===== src/rtl/bcd7_pkg.sv =====
// ============================================================================
// Module : bcd7_pkg
// Brief  : Segment constants and sizing helper shared by the BCD 7-seg driver.
// Rev    : 1.0
// ============================================================================
`default_nettype none

package bcd7_pkg;

    // Segment patterns {g,f,e,d,c,b,a}, active-high
    localparam logic [6:0] SEG_0    = 7'h3F;
    localparam logic [6:0] SEG_1    = 7'h06;
    localparam logic [6:0] SEG_2    = 7'h5B;
    localparam logic [6:0] SEG_3    = 7'h4F;
    localparam logic [6:0] SEG_4    = 7'h66;
    localparam logic [6:0] SEG_5    = 7'h6D;
    localparam logic [6:0] SEG_6    = 7'h7D;
    localparam logic [6:0] SEG_7    = 7'h07;
    localparam logic [6:0] SEG_8    = 7'h7F;
    localparam logic [6:0] SEG_9    = 7'h6F;
    localparam logic [6:0] SEG_DASH = 7'h40;
    localparam logic [6:0] SEG_OFF  = 7'h00;

    function automatic int idx_width(input int n);
        return (n <= 1) ? 1 : $clog2(n);
    endfunction

endpackage

`default_nettype wire


===== src/rtl/bcd7_decode.sv =====
// ============================================================================
// Module : bcd7_decode
// Brief  : Combinational BCD code to active-high segment decoder with blank.
// Rev    : 1.0
// ============================================================================
`default_nettype none

module bcd7_decode
    import bcd7_pkg::*;
(
    input  logic [3:0] i_code,
    input  logic       i_blank,
    output logic [6:0] o_seg
);

    always_comb begin
        o_seg = SEG_OFF;
        if (!i_blank) begin
            case (i_code)
                4'd0:    o_seg = SEG_0;
                4'd1:    o_seg = SEG_1;
                4'd2:    o_seg = SEG_2;
                4'd3:    o_seg = SEG_3;
                4'd4:    o_seg = SEG_4;
                4'd5:    o_seg = SEG_5;
                4'd6:    o_seg = SEG_6;
                4'd7:    o_seg = SEG_7;
                4'd8:    o_seg = SEG_8;
                4'd9:    o_seg = SEG_9;
                default: o_seg = SEG_DASH;
            endcase
        end
    end

endmodule

`default_nettype wire


===== src/rtl/bcd_7seg_mux_driver.sv =====
// ============================================================================
// Module : bcd_7seg_mux_driver
// Brief  : Time-multiplexed, double-buffered BCD seven-segment display driver.
// Rev    : 1.0
// ============================================================================
`default_nettype none

module bcd_7seg_mux_driver
    import bcd7_pkg::*;
#(
    parameter int NUM_DIGITS     = 4,
    parameter int REFRESH_DIV    = 100000,
    parameter int ACTIVE_LOW_SEG = 1,
    parameter int ACTIVE_LOW_AN  = 1
) (
    input  logic                    clk,
    input  logic                    rst_n,
    input  logic                    load,
    input  logic [4*NUM_DIGITS-1:0] bcd_in,
    input  logic [NUM_DIGITS-1:0]   dp_in,
    input  logic                    blank_lz,
    output logic [6:0]              display,
    output logic                    dp,
    output logic [NUM_DIGITS-1:0]   anode,
    output logic                    pending,
    output logic                    frame_done
);

    localparam int                    IDX_W      = idx_width(NUM_DIGITS);
    localparam int                    DIV_W      = $clog2(REFRESH_DIV);
    localparam logic [DIV_W-1:0]      c_DIV_LAST = DIV_W'(REFRESH_DIV - 1);
    localparam logic [IDX_W-1:0]      c_IDX_LAST = IDX_W'(NUM_DIGITS - 1);
    // Pin-level "off" patterns double as XOR masks for polarity inversion
    localparam logic [6:0]            c_SEG_OFF  = (ACTIVE_LOW_SEG != 0) ? 7'h7F : 7'h00;
    localparam logic                  c_DP_OFF   = (ACTIVE_LOW_SEG != 0);
    localparam logic [NUM_DIGITS-1:0] c_AN_OFF   = (ACTIVE_LOW_AN != 0) ? '1 : '0;

    logic [DIV_W-1:0]        r_div_cnt;
    logic [IDX_W-1:0]        r_idx;
    logic [4*NUM_DIGITS-1:0] r_act_bcd, r_pend_bcd;
    logic [NUM_DIGITS-1:0]   r_act_dp, r_pend_dp;
    logic                    r_pending;
    logic [6:0]              r_display;
    logic                    r_dp;
    logic [NUM_DIGITS-1:0]   r_anode;
    logic                    r_frame_done;

    logic                    w_div_wrap;
    logic                    w_frame_end;
    logic [NUM_DIGITS-1:0]   w_lz_mask;
    logic [NUM_DIGITS-1:0]   w_an_hot;
    logic [3:0]              w_code;
    logic                    w_dp_cur;
    logic                    w_blank_cur;
    logic [6:0]              w_seg;

    assign w_div_wrap  = (r_div_cnt == c_DIV_LAST);
    assign w_frame_end = w_div_wrap && (r_idx == c_IDX_LAST);

    always_ff @(posedge clk or negedge rst_n) begin
        if (!rst_n) begin
            r_div_cnt <= '0;
            r_idx     <= '0;
        end else if (w_div_wrap) begin
            r_div_cnt <= '0;
            r_idx     <= (r_idx == c_IDX_LAST) ? '0 : r_idx + IDX_W'(1);
        end else begin
            r_div_cnt <= r_div_cnt + DIV_W'(1);
        end
    end

    // A load coinciding with frame end bypasses the pending buffer entirely
    always_ff @(posedge clk or negedge rst_n) begin
        if (!rst_n) begin
            r_act_bcd  <= '0;
            r_act_dp   <= '0;
            r_pend_bcd <= '0;
            r_pend_dp  <= '0;
            r_pending  <= 1'b0;
        end else if (w_frame_end) begin
            r_pending <= 1'b0;
            if (load) begin
                r_act_bcd <= bcd_in;
                r_act_dp  <= dp_in;
            end else if (r_pending) begin
                r_act_bcd <= r_pend_bcd;
                r_act_dp  <= r_pend_dp;
            end
        end else if (load) begin
            r_pend_bcd <= bcd_in;
            r_pend_dp  <= dp_in;
            r_pending  <= 1'b1;
        end
    end

    always_comb begin
        logic w_zero_above;
        w_zero_above = 1'b1;
        w_lz_mask    = '0;
        for (int i = NUM_DIGITS - 1; i >= 0; i--) begin
            w_zero_above = w_zero_above && (r_act_bcd[4*i +: 4] == 4'd0);
            w_lz_mask[i] = blank_lz && w_zero_above && (i != 0);
        end
    end

    always_comb begin
        w_code      = '0;
        w_dp_cur    = 1'b0;
        w_blank_cur = 1'b0;
        w_an_hot    = '0;
        for (int i = 0; i < NUM_DIGITS; i++) begin
            if (r_idx == IDX_W'(i)) begin
                w_code      = r_act_bcd[4*i +: 4];
                w_dp_cur    = r_act_dp[i];
                w_blank_cur = w_lz_mask[i];
                w_an_hot[i] = !w_lz_mask[i];
            end
        end
    end

    bcd7_decode u_decode (
        .i_code  (w_code),
        .i_blank (w_blank_cur),
        .o_seg   (w_seg)
    );

    always_ff @(posedge clk or negedge rst_n) begin
        if (!rst_n) begin
            r_display    <= c_SEG_OFF;
            r_dp         <= c_DP_OFF;
            r_anode      <= c_AN_OFF;
            r_frame_done <= 1'b0;
        end else begin
            r_display    <= w_seg ^ c_SEG_OFF;
            r_dp         <= (w_dp_cur && !w_blank_cur) ^ c_DP_OFF;
            r_anode      <= w_an_hot ^ c_AN_OFF;
            r_frame_done <= w_frame_end;
        end
    end

    assign display    = r_display;
    assign dp         = r_dp;
    assign anode      = r_anode;
    assign pending    = r_pending;
    assign frame_done = r_frame_done;

endmodule

`default_nettype wire


===== config.mk =====
export PLATFORM = sky130hd
export DESIGN_NAME = bcd_7seg_mux_driver
export DESIGN_NICKNAME = d
export VERILOG_FILES = /design/src/rtl/bcd7_pkg.sv /design/src/rtl/bcd7_decode.sv /design/src/rtl/bcd_7seg_mux_driver.sv
export SDC_FILE = /design/constraint.sdc
export NUM_CORES = 1
export LEC_CHECK = 0
export CAP_MARGIN = 20
export CORE_UTILIZATION = 51
export DETAILED_ROUTE_END_ITERATION = 8
export GPL_ROUTABILITY_DRIVEN = 0
export HOLD_SLACK_MARGIN = 0.03
export PLACE_DENSITY = 0.82
export SLEW_MARGIN = 20
export SYNTH_ARGS = -nofsm -noshare
export SYNTH_HDL_FRONTEND = slang
export SYNTH_SLANG_ARGS = --single-unit

===== constraint.sdc =====
create_clock -name clk -period 2.3 [get_ports clk]
set_clock_uncertainty 0.05 [all_clocks]
set_input_delay 0.23 -clock clk [delete_from_list [all_inputs] [get_ports clk]]
set_output_delay 0.23 -clock clk [all_outputs]
set_load 0.01 [all_outputs]

---- Yosys cells after proc, flatten, opt, wreduce, memory -nomap -nowiden ----
Memory sizes are Yosys's and may differ from the RTL's.
Cells that the tools add are included.
storage, ports and cells
  output and inout port bits .............. 14
  register bits ........................... 73
  bits of input ports ..................... 24
  ROM bits ................................ 112
  memories ................................ 1
operators by class
  equality and inequality tests ........... 4
  bitwise gates (word level) .............. 4
  add/subtract/negate cells ............... 2
  reduce and logical (&&, ||, !) cells .... 19
  mux-type cells .......................... 24
memories
  memory            words  width  read ports  clocked after Yosys merged registers in  write ports  RTL line           text
  (name not given)  16     7      1           0                                        0            bcd7_decode.sv:19  case (i_code)
operators with widths
  cell                     count
  $mux W16                 2
  $mux W4                  6
  $add A17 B1 Y17 const B  1
  $eq A17 B17 Y1 const B   1
  $mux W17                 1
  $mux W1                  13
  $logic_not A4 Y1         3
  $logic_and A1 B1 Y1      7
  $mux W7                  1
  $not A7 Y7               1
  $eq A2 B2 Y1 const B     2
  $logic_not A1 Y1         4
  $not A4 Y4               1
  $reduce_and A2 Y1        2
  $reduce_bool A2 Y1       2
  $add A2 B1 Y2 const B    1
  $eq A2 B1 Y1 const B     1
  $logic_not A2 Y1         1
  $mux W2                  1
  $not A1 Y1               2

---- Logic depth before layout (Yosys ltp) ----
Gate-level depths: netlist of the first run.
  depth after elaboration ................. 10
  depth in mapped cells ................... 9

---- By module ----
Synthesis of the first run repeated with hierarchy kept, for this count alone.
unflattened totals
  cell total of the unflattened synthesis .. 341
  area, all modules ....................... 3727.3 um2
modules (own cells, without submodules)
  module               times used  cells each  area each (um2)
  bcd_7seg_mux_driver  1           308         3512.1
  bcd7_decode          1           33          215.2

---- Least setup slack after synthesis of the first run ----
Ideal clock, no wire load.
  path kind ............................... register to register
  start point ............................. register r_idx[0]
  end point ............................... register r_display[4] (netlist: display[4])
  cell stages (with the launch flop) ...... 10
  arrival ................................. 2254 ps
  required time ........................... 2169 ps
  slack ................................... -85 ps
  setup time .............................. 81 ps
  cell sequence ........................... dfrtp_1 > inv_1 > ha_1 > clkbuf_1 > a211oi_1 > a211oi_1 > inv_1 > ha_1 > mux2_2 > a32oi_1
on the way
  cells in the longest elaborated chain, start to end .. 8
  elaborated cells between the ends (all ways) .. 14
  those cells by class .................... eq/ne: 3; mux: 8; bitwise: 1; reduce/logical: 1; memory: 1
RTL lines
  item                      RTL line                    text
  from (decl)               bcd_7seg_mux_driver.sv:39   logic [IDX_W-1:0] r_idx;
  from (signal assigned)    bcd_7seg_mux_driver.sv:66   r_idx <= (r_idx == c_IDX_LAST) ? '0 : r_idx + IDX_W'(1);
  $logic_not A2 Y1          bcd_7seg_mux_driver.sv:112  if (r_idx == IDX_W'(i)) begin
  $mux W4 (4 in series)     bcd_7seg_mux_driver.sv:112
  $mem_v2 Z16 W7            n/a
  $mux W7 (*)               bcd7_decode.sv:18           if (!i_blank) begin
  $not A7 Y7 (no line) (*)  n/a
  to (signal assigned)      bcd_7seg_mux_driver.sv:129  r_display <= c_SEG_OFF;
  to (signal assigned)      bcd_7seg_mux_driver.sv:134  r_display <= w_seg ^ c_SEG_OFF;
  to (decl)                 bcd_7seg_mux_driver.sv:43   logic [6:0] r_display;
Every way passes the cells marked *; elsewhere a longest branch is shown, timed or not.
A chain may end at the register's enable or synchronous reset.

---- Worst setup path in the final report of the first run ----
  start point ............................. register r_div_cnt[12]
  end point ............................... register r_act_dp[0]
on the way
  cells in the longest elaborated chain, start to end .. 3
RTL lines
  item                         RTL line                   text
  from (decl)                  bcd_7seg_mux_driver.sv:38  logic [DIV_W-1:0] r_div_cnt;
  from (signal assigned)       bcd_7seg_mux_driver.sv:68  r_div_cnt <= r_div_cnt + DIV_W'(1);
  $eq A17 B17 Y1               bcd_7seg_mux_driver.sv:57  assign w_div_wrap = (r_div_cnt == c_DIV_LAST);
  $logic_and A1 B1 Y1          bcd_7seg_mux_driver.sv:58  assign w_frame_end = w_div_wrap && (r_idx == c_IDX_LAST);
  $reduce_and A2 Y1 (no line)  n/a
  to (signal assigned)         bcd_7seg_mux_driver.sv:84  r_act_dp <= dp_in;
  to (signal assigned)         bcd_7seg_mux_driver.sv:87  r_act_dp <= r_pend_dp;
  to (decl)                    bcd_7seg_mux_driver.sv:41  logic [NUM_DIGITS-1:0] r_act_dp, r_pend_dp;
Every way passes these cells.

==> results of run 1 <==
-- where the power goes --
part / leakage, uW / total, uW / internal [uW] / switching (uW)
sequential: 0.000887 / 1400 / 1360 / 41.6
clock: 0.0000981 / 999 / 522 / 477
combinational: 0.000970 / 301 / 177 / 124
total: 0.00195 / 2700 / 2060 / 642
-- cell families (layout without fill, tap and decap cells) --
| family | count (synthesis) | in the layout |
|---|---|---|
| XOR/XNOR | 13 | 13 |
| buffers and inverters | 28 | 75 |
| flip-flops | 73 | 73 |
| AO/OA/AOI/OAI | 67 | 67 |
| AND/OR/NAND/NOR | 102 | 102 |
| multiplexers | 23 | 23 |
| adder cells (fa/ha/maj) | 10 | 10 |
-- state kept, by name, indices dropped and copies added, names as in the netlist --
register and count:
r_act_bcd 16, anode 4, dp 1, r_pend_bcd 16, display 7, r_act_dp 4, r_idx 2, pending 1
r_pend_dp 4, r_div_cnt 17, frame_done 1
-- worst min path at each step --
| stage | slack, ns | start | end | cells after the start |
|---|---|---|---|---|
| global placement | 0.23 | rst_n | r_pend_bcd[3] | 2 |
| finish | 0.36 | rst_n | r_pend_bcd[2] | 3 |
| CTS | 0.40 | rst_n | r_pend_bcd[14] | 3 |
| global route | 0.45 | blank_lz | anode[2] | 3 |
| floorplan | -0.12 | rst_n | frame_done | 0 |
| detailed placement | 0.24 | rst_n | r_pend_bcd[2] | 2 |
-- per-layer routing --
metal,share of wire,routed length (um),vias up,track usage
li1,-,-,1251,-
met1,0.48,3580,1315,0.309
met2,0.47,3480,54,0.322
met3,0.036,266,6,0.0455
met4,0.0097,72,0,0.0820
met5,0,0,-,0
-- final cells by class --
cell class,instances,area share
repair buffers,50,0.110
clock inverters,5,0.0127
multi-input cells,215,0.396
clock buffers,10,0.0310
inverters,10,0.00845
well taps,96,0.0270
flip-flops and latches,73,0.415
-- layout by cell type (no fill, tap or decap), types with 3 or more instances in the layout --
cell type         n
ha_1              6
clkdlybuf4s50_1  36
a221o_2           3
nor3b_1           4
nand4_1           6
o2bb2ai_1        16
o21ai_0           7
xnor2_1           5
and4_1            4
nand3_1           8
nor3_1            3
nand3b_1          5
and3b_1          15
inv_1             9
xor2_1            8
dfrtp_1          61
nor2b_1           7
a221o_1           3
nand2_1          15
dfstp_2          12
nor2_1           17
a211oi_1          7
mux2_4           20
buf_4            10
nor4_1            3
a31oi_1           3
clkbuf_8         10
o41ai_1           3
a21oi_1          17
-- stage by stage --
stage,total power (uW),hold WS [ns],TNS [ns]
final,2700,0.363,0
after CTS,2720,0.405,0
after global routing,2820,0.445,-0.0390
after floorplan,1590,-0.116,0
after detailed placement,1720,0.240,0
after global placement,1720,0.233,0
-- worst max-delay path, cell delays in order (launching register included) --
cell     delay, ns
dfrtp_1       0.42
or4b_1        0.64
or4_4         0.55
o41ai_1       0.37
a221o_2       0.17
-- what timing repair did --
| item | CTS | global route |
|---|---|---|
| buffers inserted | 0 | 1 |
| setup endpoints to repair | 0 | 7 |
| hold buffers | 1 | 0 |
| hold endpoints to repair | 61 | 0 |
| resized for setup | 0 | 7 |
==> results_dict.tcl, run 1 <==
set metrics [dict create \
    status "complete, no violations" \
    timing.rr.start "r_div_cnt[12]" \
    dr.pass1.iters 4 \
    placed_area_um2 4200 \
    synth_commonest_cells "dfrtp_1, mux2_4, a21oi_1, nor2_1, o2bb2ai_1" \
    rows 30 \
    ys_ff_latch 73 \
    cp-endpoint "r_act_dp[0]" \
    seq_area_um2 1840 \
    hpwl_um 4840 \
    fillCellCount 545 \
    worst_slack_ns 0.0359 \
    finalHoldViolations 0 \
    final_max_slew_viol_count 0 \
    ys_seq_area_frac 0.496 \
    coreArea_um2 6910 \
    slew_headroom 0.623 \
    fin_crit_sh 0.984 \
    cts_buffers 9 \
    period_minus_slack_ns 2.26 \
    cp_max_fo 4 \
    drv_cap 0 \
    synth_xor_xnor_area_share 0.0307 \
    r2r_end "r_act_dp[0]" \
    antenna_left 0 \
    syn_nets 350 \
    total_leakage_power_uw 0.00195 \
    yosysMostFrequentCell "dfrtp_1" \
    synth-simple-area-share 0.178 \
    syn_to_final_growth_pct 19.6 \
    grt_max_degree 74 \
    gr-total-overflow 0 \
    synth_fa_ha_area_frac 0.0337 \
    die_y_um 87.3 \
    wl_um 7390 \
    vias_per_cell 5.72 \
    post-place-ws_ns 0.0897 \
    cp.arrival_ns 2.50 \
    reg2regPathDepth 4 \
    die-area_um2 7620 \
    vdd_drop_max_uv 349 \
    antenna_cells 0 \
    drt_iter0_markers 154 \
    grt_pass1_vias 2636 \
    detail_route.wl_per_cell_um 16.1 \
    start_util 0.537 \
    io_pins 38 \
    grt_antenna_before_repair 0 \
    stdcell_count 459 \
    critPathKind "flop to flop" \
    synth_area_leaders "dfrtp_1, dfstp_2, mux2_4" \
    cts_tree "yes" \
    syn_area_um2 3710 \
    clockBufferDepth 2 \
    avgSynthCellArea_um2 11.7 \
    fin_area_um2 4440 \
    final_layout_size_suffix_gt1_frac 0.215 \
    tightest_slew_ns 0.565 \
    cts.sinks 73 \
    place_inst 442 \
    synth_mux_area_frac 0.0897 \
    die_w_um 87.3 \
    synth_top_family_by_area "simple AND/OR/NAND/NOR gates" \
    cts_max_level 3 \
    via_count 2626 \
    rsz0062_at_grt "yes" \
    crit_required_ns 2.54 \
    powerDensity_nw_per_um2 608 \
    multiInputGateArea_um2 1760 \
    yosysTopAreaCell "dfrtp_1" \
    end_kind "flop" \
    min_path_type "input port to asynchronous set/reset pin" \
    clock_latency_ns 0.35 \
    grt_pass1_wl_um 12700 \
    fmax_mhz 442 \
    clk_pin_slew_ns 0.08 \
    synth-edff-count 0 \
    synth_top_area_share 0.411 \
    crit_start "r_div_cnt[12]" \
    setup_violations 0 \
    rrSetupSlack_ns 0.04 \
    startpoint_type "flop" \
    synth_warnings 0 \
    grt_usage 0.216 \
    ys_types 51 \
    route.detailed.drc 0 \
    numPortBuffers 37 \
    synth_ff_type "dfrtp_1" \
    postSynthCellCount 316 \
    cts_root_buf "clkbuf_8" \
    utilization 0.643 \
    async_flop_share 1.00 \
    fin_nets 393 \
    synth_compound_area_frac 0.132 \
]
No activity file was read; power rests on OpenSTA's default activity.
==> run 2: changes to the inputs <==
--- a/config.mk
+++ b/config.mk
@@ -6,11 +6,12 @@
 export NUM_CORES = 1
 export LEC_CHECK = 0
 export CAP_MARGIN = 20
-export CORE_UTILIZATION = 51
+export CORE_UTILIZATION = 57
+export CTS_CLUSTER_SIZE = 14
 export DETAILED_ROUTE_END_ITERATION = 8
 export GPL_ROUTABILITY_DRIVEN = 0
 export HOLD_SLACK_MARGIN = 0.03
-export PLACE_DENSITY = 0.82
+export PLACE_DENSITY = 0.86
 export SLEW_MARGIN = 20
 export SYNTH_ARGS = -nofsm -noshare
 export SYNTH_HDL_FRONTEND = slang
==> constraint.sdc (replaced) <==
create_clock -name clk -period 2.45 [get_ports clk]
set_clock_uncertainty 0.05 [all_clocks]
set_input_delay 0.245 -clock clk [delete_from_list [all_inputs] [get_ports clk]]
set_output_delay 0.245 -clock clk [all_outputs]
set_load 0.01 [all_outputs]
==> run 2 against run 1 <==
  * Critical endpoint is now r_act_dp[1]
  * Worst setup slack gained 0.12 ns
  * Clock power barely moved
  * Sequential share of layout area is 0.40 points higher
  * Largest cell class unchanged
  * Die area fell by 10%
==> results_dict.tcl, run 2 (synthesis gave the netlist of run 1 again) <==
set metrics [dict create \
    min_path_type "input port to asynchronous set/reset pin" \
    final.setup.tns_ns 0 \
    dr.pass1.iters 4 \
    cp.arrival_ns 2.52 \
    rrSetupSlack_ns 0.16 \
    grt_antenna_before_repair 0 \
    cts_max_level 3 \
    cts_root_buf "clkbuf_8" \
    die-area_um2 6840 \
    fin_area_um2 4400 \
    timing.critical_path.buf_inv 0 \
    drv_cap 0 \
    grt_pass1_vias 2505 \
    regMostFlops "r_div_cnt" \
    numPortBuffers 37 \
    startpoint_type "flop" \
    cp_max_fo 6 \
    reg_top3 "r_div_cnt x17, r_act_bcd x16, r_pend_bcd x16" \
    end_kind "flop" \
    status "complete, no violations" \
    fmax_mhz 436 \
    wl_um 7260 \
    io_pins 38 \
    coreArea_um2 6310 \
    tightest_slew_ns 0.634 \
    cpPeakStageDelay_ns 0.61 \
    die_y_um 82.7 \
    start_util 0.588 \
    route.detailed.drc 0 \
    crit_slowest_cell "or4b_4" \
    final_cell_mix "dfrtp_1, clkdlybuf4s50_1, mux2_4" \
    antenna_cells 0 \
    post-place-ws_ns 0.176 \
    grt_pass1_wl_um 12300 \
    crit_required_ns 2.68 \
    drt_iter0_markers 134 \
    syn_to_final_growth_pct 18.5 \
    largest_register_ff_count 17 \
    hpwl_um 4960 \
    cts.sinks 73 \
    final_common_cell "dfrtp_1" \
    powerDensity_nw_per_um2 593 \
    gr-total-overflow 0 \
    finalHoldViolations 0 \
    fin_nets 392 \
    fin_crit_sh 0.937 \
    clock_latency_ns 0.34 \
    via_count 2606 \
    rows 29 \
    die_w_um 82.7 \
    worst_slack_ns 0.155 \
    vdd_drop_max_uv 490 \
    grt_max_degree 41 \
    period_minus_slack_ns 2.29 \
    clockBufferDepth 2 \
    rsz0062_at_grt "no" \
    path_cells "or4b_4, or4_4, o41ai_2, a221o_2" \
    critPathTopFamily "simple AND/OR/NAND/NOR gates" \
    final_max_slew_viol_count 0 \
    vias_per_cell 5.92 \
    total_leakage_power_uw 0.00196 \
    critPathKind "flop to flop" \
    detail_route.wl_per_cell_um 16.5 \
    grt_usage 0.241 \
    cts_tree "yes" \
    setup_violations 0 \
    final_layout_size_suffix_gt1_frac 0.198 \
    cts_buffers 9 \
    antenna_left 0 \
    slew_headroom 0.577 \
    clk_pin_slew_ns 0.08 \
    placed_area_um2 4160 \
]
[run 2: what timing repair did]
item	in CTS	in global routing
endpoints found under the hold margin	18	0
gates resized for setup	0	1
buffers inserted	0	1
endpoints found under the setup margin	0	1
hold buffers	1	0
[run 2: final timing paths]
kind / from / to / cells after the start
setup reg to reg: r_div_cnt[6] / r_act_dp[1] / 4
max in group asynchronous: rst_n / r_pend_dp[3] / 4
hold / removal: rst_n / r_act_bcd[12] / 2
hold reg to reg: r_div_cnt[0] / r_div_cnt[0] / 1
setup / recovery: r_div_cnt[6] / r_act_dp[1] / 4
min in group clk: r_div_cnt[0] / r_div_cnt[0] / 1
[run 2: layout make-up]
class | instances | area, um2
repair buffers | 49 | 483
well taps | 77 | 96.3
clock buffers | 10 | 128
flip-flops and latches | 73 | 1840
inverters | 10 | 37.5
clock inverters | 6 | 82.6
multi-input cells | 215 | 1730
fillers | 465 | 1920
[run 2: metrics by stage]
stage	total power (uW)	util	hold slack, ns	cells
after floorplan	1490	-	-0.101	316
after global placement	1610	0.659	0.250	422
after detailed placement	1620	0.659	0.254	422
after CTS	2640	0.694	0.424	439
after global routing	2720	0.697	0.461	440
final	2610	0.697	0.411	440
[run 2: report_power, final]
part | switching (uW) | internal (uW) | leakage [uW]
registers | 40.6 | 1280 | 0.000887
logic | 118 | 167 | 0.000969
clock network | 435 | 568 | 0.000106
total | 594 | 2010 | 0.00196
[run 2: per-layer routing]
layer | up-vias | GRT usage | routed length (um)
li1 | 1255 | - | -
met1 | 1286 | 0.333 | 3560
met2 | 51 | 0.375 | 3360
met3 | 14 | 0.0462 | 214
met4 | 0 | 0.0897 | 129
met5 | - | 0 | 0
